===== config.mk =====
export PLATFORM = sky130hd
export DESIGN_NAME = esm_issue_retire
export DESIGN_NICKNAME = d
export VERILOG_FILES = /design/src/rtl/esm_issue_retire.sv
export SDC_FILE = /design/constraint.sdc
export NUM_CORES = 1
export LEC_CHECK = 0
export ABC_AREA = 1
export CAP_MARGIN = 20
export CORE_UTILIZATION = 30
export CTS_BUF_LIST = sky130_fd_sc_hd__clkbuf_8
export DETAILED_ROUTE_END_ITERATION = 16
export PLACE_DENSITY = 0.55
export SYNTH_ARGS = -nofsm -noshare
export SYNTH_HDL_FRONTEND = slang
export SYNTH_SLANG_ARGS = --single-unit

===== constraint.sdc =====
create_clock -name clk -period 11.9 [get_ports clk]
set_input_delay 2.38 -clock clk [delete_from_list [all_inputs] [get_ports clk]]
set_output_delay 2.38 -clock clk [all_outputs]
set_load 0.005 [all_outputs]

===== src/rtl/esm_issue_retire.sv =====
// rtl/esm_issue_retire.sv - ESM dependency-table consumer: tracks slots, issues ready entries, retires completions.
// Optional round-robin pick enabled by defining ESM_ROUND_ROBIN_EN; default is fixed lowest-index priority.
module esm_issue_retire #(
   parameter int bs      = 16,
   parameter int bs_bits = $clog2(bs)
) (
   input  logic               clk,
   input  logic               rst,
   input  logic               alloc_valid,
   input  logic [bs_bits-1:0] alloc_index,
   input  logic [bs-1:0]      alloc_deps,
   output logic               alloc_err,
   output logic               issue_valid,
   output logic [bs_bits-1:0] issue_index,
   input  logic               issue_ready,
   input  logic               done_valid,
   input  logic [bs_bits-1:0] done_index,
   output logic               done_err,
   output logic [bs_bits:0]   occupancy
);

   localparam logic [1:0] S_FREE   = 2'b00;
   localparam logic [1:0] S_WAIT   = 2'b01;
   localparam logic [1:0] S_ISSUED = 2'b10;

   logic [1:0]         state_q [bs];
   logic [1:0]         state_d [bs];
   logic [bs-1:0]      row_q   [bs];
   logic [bs-1:0]      row_d   [bs];
   logic               issue_valid_q, issue_valid_d;
   logic [bs_bits-1:0] issue_index_q, issue_index_d;
   logic               alloc_err_q, alloc_err_d;
   logic               done_err_q, done_err_d;
   logic [bs_bits:0]   occ_q, occ_d;

   logic [bs-1:0]      eligible;
   logic               any_elig;
   logic [bs_bits-1:0] pick;
   logic               done_ok, alloc_ok, load;
   logic [bs-1:0]      done_mask;
`ifdef ESM_ROUND_ROBIN_EN
   logic [bs_bits-1:0] last_q, last_d;
   logic               found;
   int                 j;
`endif

   always_ff @(posedge clk or posedge rst) begin
      if (rst) begin
         for (int k = 0; k < bs; k++) begin
            state_q[k] <= S_FREE;
            row_q[k]   <= '1;
         end
         issue_valid_q <= 1'b0;
         issue_index_q <= '0;
         alloc_err_q   <= 1'b0;
         done_err_q    <= 1'b0;
         occ_q         <= '0;
`ifdef ESM_ROUND_ROBIN_EN
         last_q        <= bs_bits'(bs - 1);
`endif
      end else begin
         for (int k = 0; k < bs; k++) begin
            state_q[k] <= state_d[k];
            row_q[k]   <= row_d[k];
         end
         issue_valid_q <= issue_valid_d;
         issue_index_q <= issue_index_d;
         alloc_err_q   <= alloc_err_d;
         done_err_q    <= done_err_d;
         occ_q         <= occ_d;
`ifdef ESM_ROUND_ROBIN_EN
         last_q        <= last_d;
`endif
      end
   end

   always_comb begin
      for (int k = 0; k < bs; k++) begin
         eligible[k] = (state_q[k] == S_WAIT) && (row_q[k] == '0);
      end
      any_elig = |eligible;
      pick     = '0;
`ifdef ESM_ROUND_ROBIN_EN
      found = 1'b0;
      j     = 0;
      for (int i = 0; i < bs; i++) begin
         j = (int'(last_q) + 1 + i) % bs;
         if (!found && eligible[j[bs_bits-1:0]]) begin
            found = 1'b1;
            pick  = j[bs_bits-1:0];
         end
      end
`else
      for (int i = bs - 1; i >= 0; i--) begin
         if (eligible[i]) pick = bs_bits'(i);
      end
`endif

      // A done on the slot being allocated frees it in time for the alloc.
      done_ok   = done_valid && (state_q[done_index] == S_ISSUED);
      alloc_ok  = alloc_valid && ((state_q[alloc_index] == S_FREE) ||
                                  (done_ok && (done_index == alloc_index)));
      load      = !issue_valid_q || issue_ready;
      done_mask = done_ok ? (bs'(1) << done_index) : '0;

      for (int k = 0; k < bs; k++) begin
         state_d[k] = state_q[k];
         row_d[k]   = row_q[k] & ~done_mask;
      end
      issue_valid_d = issue_valid_q;
      issue_index_d = issue_index_q;
`ifdef ESM_ROUND_ROBIN_EN
      last_d = last_q;
`endif

      if (done_ok) state_d[done_index] = S_FREE;
      if (load) begin
         issue_valid_d = any_elig;
         issue_index_d = pick;
         if (any_elig) begin
            state_d[pick] = S_ISSUED;
`ifdef ESM_ROUND_ROBIN_EN
            last_d = pick;
`endif
         end
      end
      if (alloc_ok) begin
         state_d[alloc_index] = S_WAIT;
         row_d[alloc_index]   = alloc_deps & ~done_mask & ~(bs'(1) << alloc_index);
      end

      alloc_err_d = alloc_valid && !alloc_ok;
      done_err_d  = done_valid && !done_ok;
      occ_d       = occ_q;
      if (alloc_ok && !done_ok) occ_d = occ_q + (bs_bits + 1)'(1);
      if (!alloc_ok && done_ok) occ_d = occ_q - (bs_bits + 1)'(1);
   end

   always_comb begin
      issue_valid = issue_valid_q;
      issue_index = issue_index_q;
      alloc_err   = alloc_err_q;
      done_err    = done_err_q;
      occupancy   = occ_q;
   end

endmodule


# Yosys cells after proc, flatten, opt, wreduce, memory -nomap -nowiden
# Index checks and enable logic that the tools add are counted.
word_totals:
  reg_bits: 300
  wordCells: 185
classes:
  n_lt_le_gt_ge: 6
  n_addsub: 2
  n_eq_ne: 18
  n_reduce_logical: 50
  shift: 2
  n_mux: 39
  bitwise_logic: 31
ops:
  columns: ["operator", "n"]
  rows:
  - ["16-bit bitwise AND", 20]
  - ["256-bit bitwise mux", 1]
  - ["16-bit logical NOT", 16]
  - ["256-bit two-way mux", 1]
  - ["32-bit two-way mux", 4]
  - ["16-bit demux with 4-bit select", 1]
  - ["4-bit two-way mux", 16]
  - ["16-bit inverter", 4]
  - ["32-bit bitwise AND", 1]
  - ["2-bit by 1-bit == test with 1-bit output, second input constant", 16]
  - ["16-bit two-way mux", 2]
  - ["32-bit inverter", 1]
  - ["16-bit bitwise OR", 2]
  - ["1-bit by 4-bit << shifter with 16-bit output, first input constant", 2]
  - ["1-bit logical AND", 26]
  - ["2-bit demux with 4-bit select", 3]
  - ["2-bit binary-select mux with 4-bit select", 2]
  - ["16-bit OR reduction", 1]
  - ["5-bit greater-or-equal comparator, second input constant", 3]
  - ["5-bit by 1-bit less-than comparator with 1-bit output, second input constant", 3]
  - ["4-bit inverter with 5-bit output", 3]
  - ["2-bit two-way mux", 7]
  - ["5-bit two-way mux", 2]
  - ["5-bit by 1-bit adder with 5-bit output, second input constant", 1]
  - ["7 further kinds", 10]

# Longest topological paths before layout
depth:
  ltp_word: 29
  depth_mapped: 23

# Least setup slack after synthesis
# No wires, ideal clock.
synth_timing:
  path_type: "input-to-reg"
  from: "in done_index[3]"
  to: "reg occ_q[4], in the netlist occupancy[4]"
  path_stages: 19
  arrival_ns: 4.720
  setup_time_ns: 0.125
  required_time_ns: 11.775
  slack_ns: 7.055
  path_cell_list: "buf_2 > inv_1 > nor2_1 > nand2_1 > nand4_1 > nand2_2 > nor2_8 > nand3_2 > o21ai_2 > nand2_2 > ha_1 > ha_1 > nand2_1 > nor2_1 > a211oi_1 > nand2_1 > nand2_1 > nor2_1 > xor2_1"
synth_via:
  elab_chain_cells: 12
  word_cells_on_any_way: 16
synth_lines:
  columns: ["element", "line", "source"]
  rows:
  - ["from (decl)", "17", "input logic [bs_bits-1:0] done_index,"]
  - ["4-bit inverter with 5-bit output (implied by the code)", "100", "done_ok = done_valid && (state_q[done_index] == S_ISSUED);"]
  - ["2-bit binary-select mux with 4-bit select", "100", null]
  - ["2-bit two-way mux (implied by the code) (2 in a row)", "100", null]
  - ["2-bit == test", "100", null]
  - ["1-bit logical AND", "100", null]
  - ["1-bit logical AND", "102", "(done_ok && (done_index == alloc_index)));"]
  - ["1-bit logical OR", "101", "alloc_ok = alloc_valid && ((state_q[alloc_index] == S_FREE) ||"]
  - ["1-bit logical AND", "101", null]
  - ["1-bit logical NOT", "136", "if (!alloc_ok && done_ok) occ_d = occ_q - (bs_bits + 1)'(1);"]
  - ["1-bit logical AND", "136", null]
  - ["5-bit two-way mux or 2-bit nonzero test (tied branches)", null, null]
  - ["to (signal assigned)", "57", "occ_q <= '0;"]
  - ["to (signal assigned)", "70", "occ_q <= occ_d;"]
  - ["to (decl)", "34", "logic [bs_bits:0] occ_q, occ_d;"]
# Parallel ways exist; a longest one is shown, timed or not. The select of a mux whose other input is x is not followed.
# A chain may end at the register's enable or synchronous reset.

==> results.cfg <==
[status]
status = finished, violations left
failed_checks = design-rule violations

[worst_setup_path]
required_ns = 12.39
timing_worst_setup_path_type = in -> reg
crit_family = simple AND/OR/NAND/NOR gates
cp_cell_sequence = clkdlybuf4s50_1 -> inv_2 -> nand2_2 -> inv_2 -> a22oi_2 -> a21oi_1 -> nor3_2 -> nand2_2 -> nor2_8 -> nand3_2 -> o21ai_2 -> nand2_2 -> clkinv_2 -> nand2_1 -> o21ai_0
cp_num_buf_inv = 4
cp_max_fo = 32
slowest_delay_ns = 0.71
startpoint_type = primary input
path_common_cell = nand2_2
cp_slowest_cell = nand2_1
endpoint_kind = flip-flop
cp.arrival_ns = 6.07

[logic_synthesis]
ys_dominant_reg_cell = dfstp_2
post_synth_num_cell_types = 50
synth.ff_latch_count = 300
synthArstFlopShare_pct = 100
syn-mean-instance-area_um2 = 9.87
synth_edf_count = 0
netlist_instances = 1450
yosys_warnings = 0
netlist_area_mm2 = 0.0143
postSynthNetCount = 1484
synth-seq-area-share_pct = 54.7

[global_route]
track_usage_pct = 18.6
antenna_found_initial = 1
grt_pass1_vias = 10881
grt_first_pass_wirelength_um = 67200
grt_overflow = 0
grt_start_max_net_pins = 192

[routing]
drc = 2
ant_nets = 0
firstDrtPassIters = 11
routedWlPerCell_um = 20.8
num_vias = 10853
via_per_inst = 5.12
drt_iter0_markers = 955
wl_um = 44100

[clock_tree]
clk_latency_ns = 0.61
ctsHtreeMaxLevel = 2
clock-sinks = 300
path_clk_slew_ns = 0.06
cts_tree = done
cts_resized = 0
cts_buffers = 53
clock_path_buffers = 3
clock-root-buffer = clkbuf_8
hold_buffers = 0
post-cts-setup-buffer-count = 0

[layout]
layout_common_cells = dfstp_2 (256), nand3_1 (238), nand2_1 (149)
multi_input_area_mm2 = 0.00554
drive_above_1_share_pct = 35.3
final_common_cell = dfstp_2
fillCellCount = 4821
area_growth_pct = 11.8
seqCellArea_mm2 = 0.00783
final_cell_area_mm2 = 0.0160
fin_nets = 1507

[pwr]
p_total_mw = 3.72
ir_drop_v = 0.0000825
p_leak_nw = 6.78
powerDensity_mw_per_mm2 = 232

[place]
hpwl_um = 28500
port_buffers = 40
finalWeightedCongestion = 0.946
place_area_mm2 = 0.0149

[timing]
drv_slew = 0
skew_ns = 0.0185
fmax_mhz = 179
min_period_ns = 5.57
worstMarginPinSlew_ns = 1.08
finalCritPeriodShare_pct = 46.8
setup_viol = 0
hold_viol = 0
fin_hold_ws_ns = 0.471
max_slew_margin_pct = 28.2
tns_ns = 0
grt_setup_unrepaired = no

[job]
maxCapViolCount = 0

[min_path]
hold_class = reg -> reg

[die]
std_cell_rows = 79
die_h_um = 220
die_width_um = 220
die-area_mm2 = 0.0486
core_mm2 = 0.0469
ios = 41
initial_utilization_pct = 30.5
[cell type report]
| cell class | instances | share of cell area (%) |
|---|---|---|
| Sequential cell | 300 | 48.9 |
| Clock inverter | 23 | 0.751 |
| Inverter | 86 | 2.08 |
| Antenna cell | 1 | 0.0156 |
| Multi-Input combinational cell | 986 | 34.6 |
| Clock buffer | 70 | 6.02 |
| Timing Repair Buffer | 46 | 2.85 |
| Tap cell | 607 | 4.75 |
[logic make-up after synthesis]
kind of cell	count (synthesis)	share of synthesized area, %
AND/OR/NAND/NOR	680	24.6
flip-flops	300	54.7
AO/OA/AOI/OAI	298	13.4
buffers and inverters	164	6.59
adder cells (fa/ha/maj)	5	0.490
XOR/XNOR	3	0.184
[flip-flops by register name, indices dropped and copies added, names as in the netlist]
signal and count:
state_q 32, alloc_err 1, done_err 1, issue_valid 1
row_q 256, occupancy 5, issue_index 4
[synthesized netlist by cell type (9+ instances only)]
cell | n | area (um2)
nor4_1 | 25 | 156
o21ai_1 | 70 | 350
or2_2 | 9 | 56.3
nand4_1 | 26 | 163
nand3_2 | 40 | 400
dfstp_2 | 256 | 6730
inv_1 | 74 | 278
dfrtp_1 | 44 | 1100
nor2_1 | 123 | 462
o21ai_0 | 98 | 490
nand3_1 | 238 | 1190
nor3_1 | 17 | 85.1
nor3b_1 | 13 | 97.6
clkbuf_1 | 17 | 63.8
nand2_2 | 14 | 87.6
buf_6 | 39 | 439
o21ai_2 | 97 | 850
nand2_4 | 11 | 124
nand2_1 | 149 | 559
buf_2 | 10 | 50.1
buf_1 | 10 | 37.5
[worst reg2reg max path: cells and delay by family (launching register included)]
kind	cells	cell delay [ns]
AND/OR/NAND/NOR	10	2.87
buffers and inverters	1	0.21
flip-flops	1	0.37
[per-layer routing]
layer,vias up,global-route usage [%],routed length (um)
li1,5073,-,-
met1,5419,25.3,20100
met2,302,30.0,20700
met3,59,3.42,2370
met4,0,5.49,941
met5,-,0,0
[metrics by stage]
step,util [%],setup slack (ns),std cells
global route,34.2,6.03,2118
global placement,31.8,5.84,2024
finish,34.2,6.33,2119
detailed placement,31.8,5.73,2024
CTS,34.1,6.40,2117
floorplan,-,1.65,1450
[path summary, 6_finish.rpt]
path                          startpoint            to  slack [ns]  cells past startpoint
setup / recovery           done_index[0]     row_q[59]        6.33                     15
hold / removal                row_q[105]    row_q[105]        0.47                      2
setup reg to reg              row_q[240]   state_q[20]        8.33                     11
hold reg to reg               row_q[105]    row_q[105]        0.47                      2
max in group asynchronous            rst   state_q[14]        8.16                      3
min in group asynchronous            rst  occupancy[4]        2.27                      2
[power breakdown]
part | switching, mW | internal (mW)
Sequential | 0.232 | 1.57
Clock | 0.420 | 0.543
Combinational | 0.557 | 0.389
Total | 1.21 | 2.51
Power figures use the tool's default switching activity.
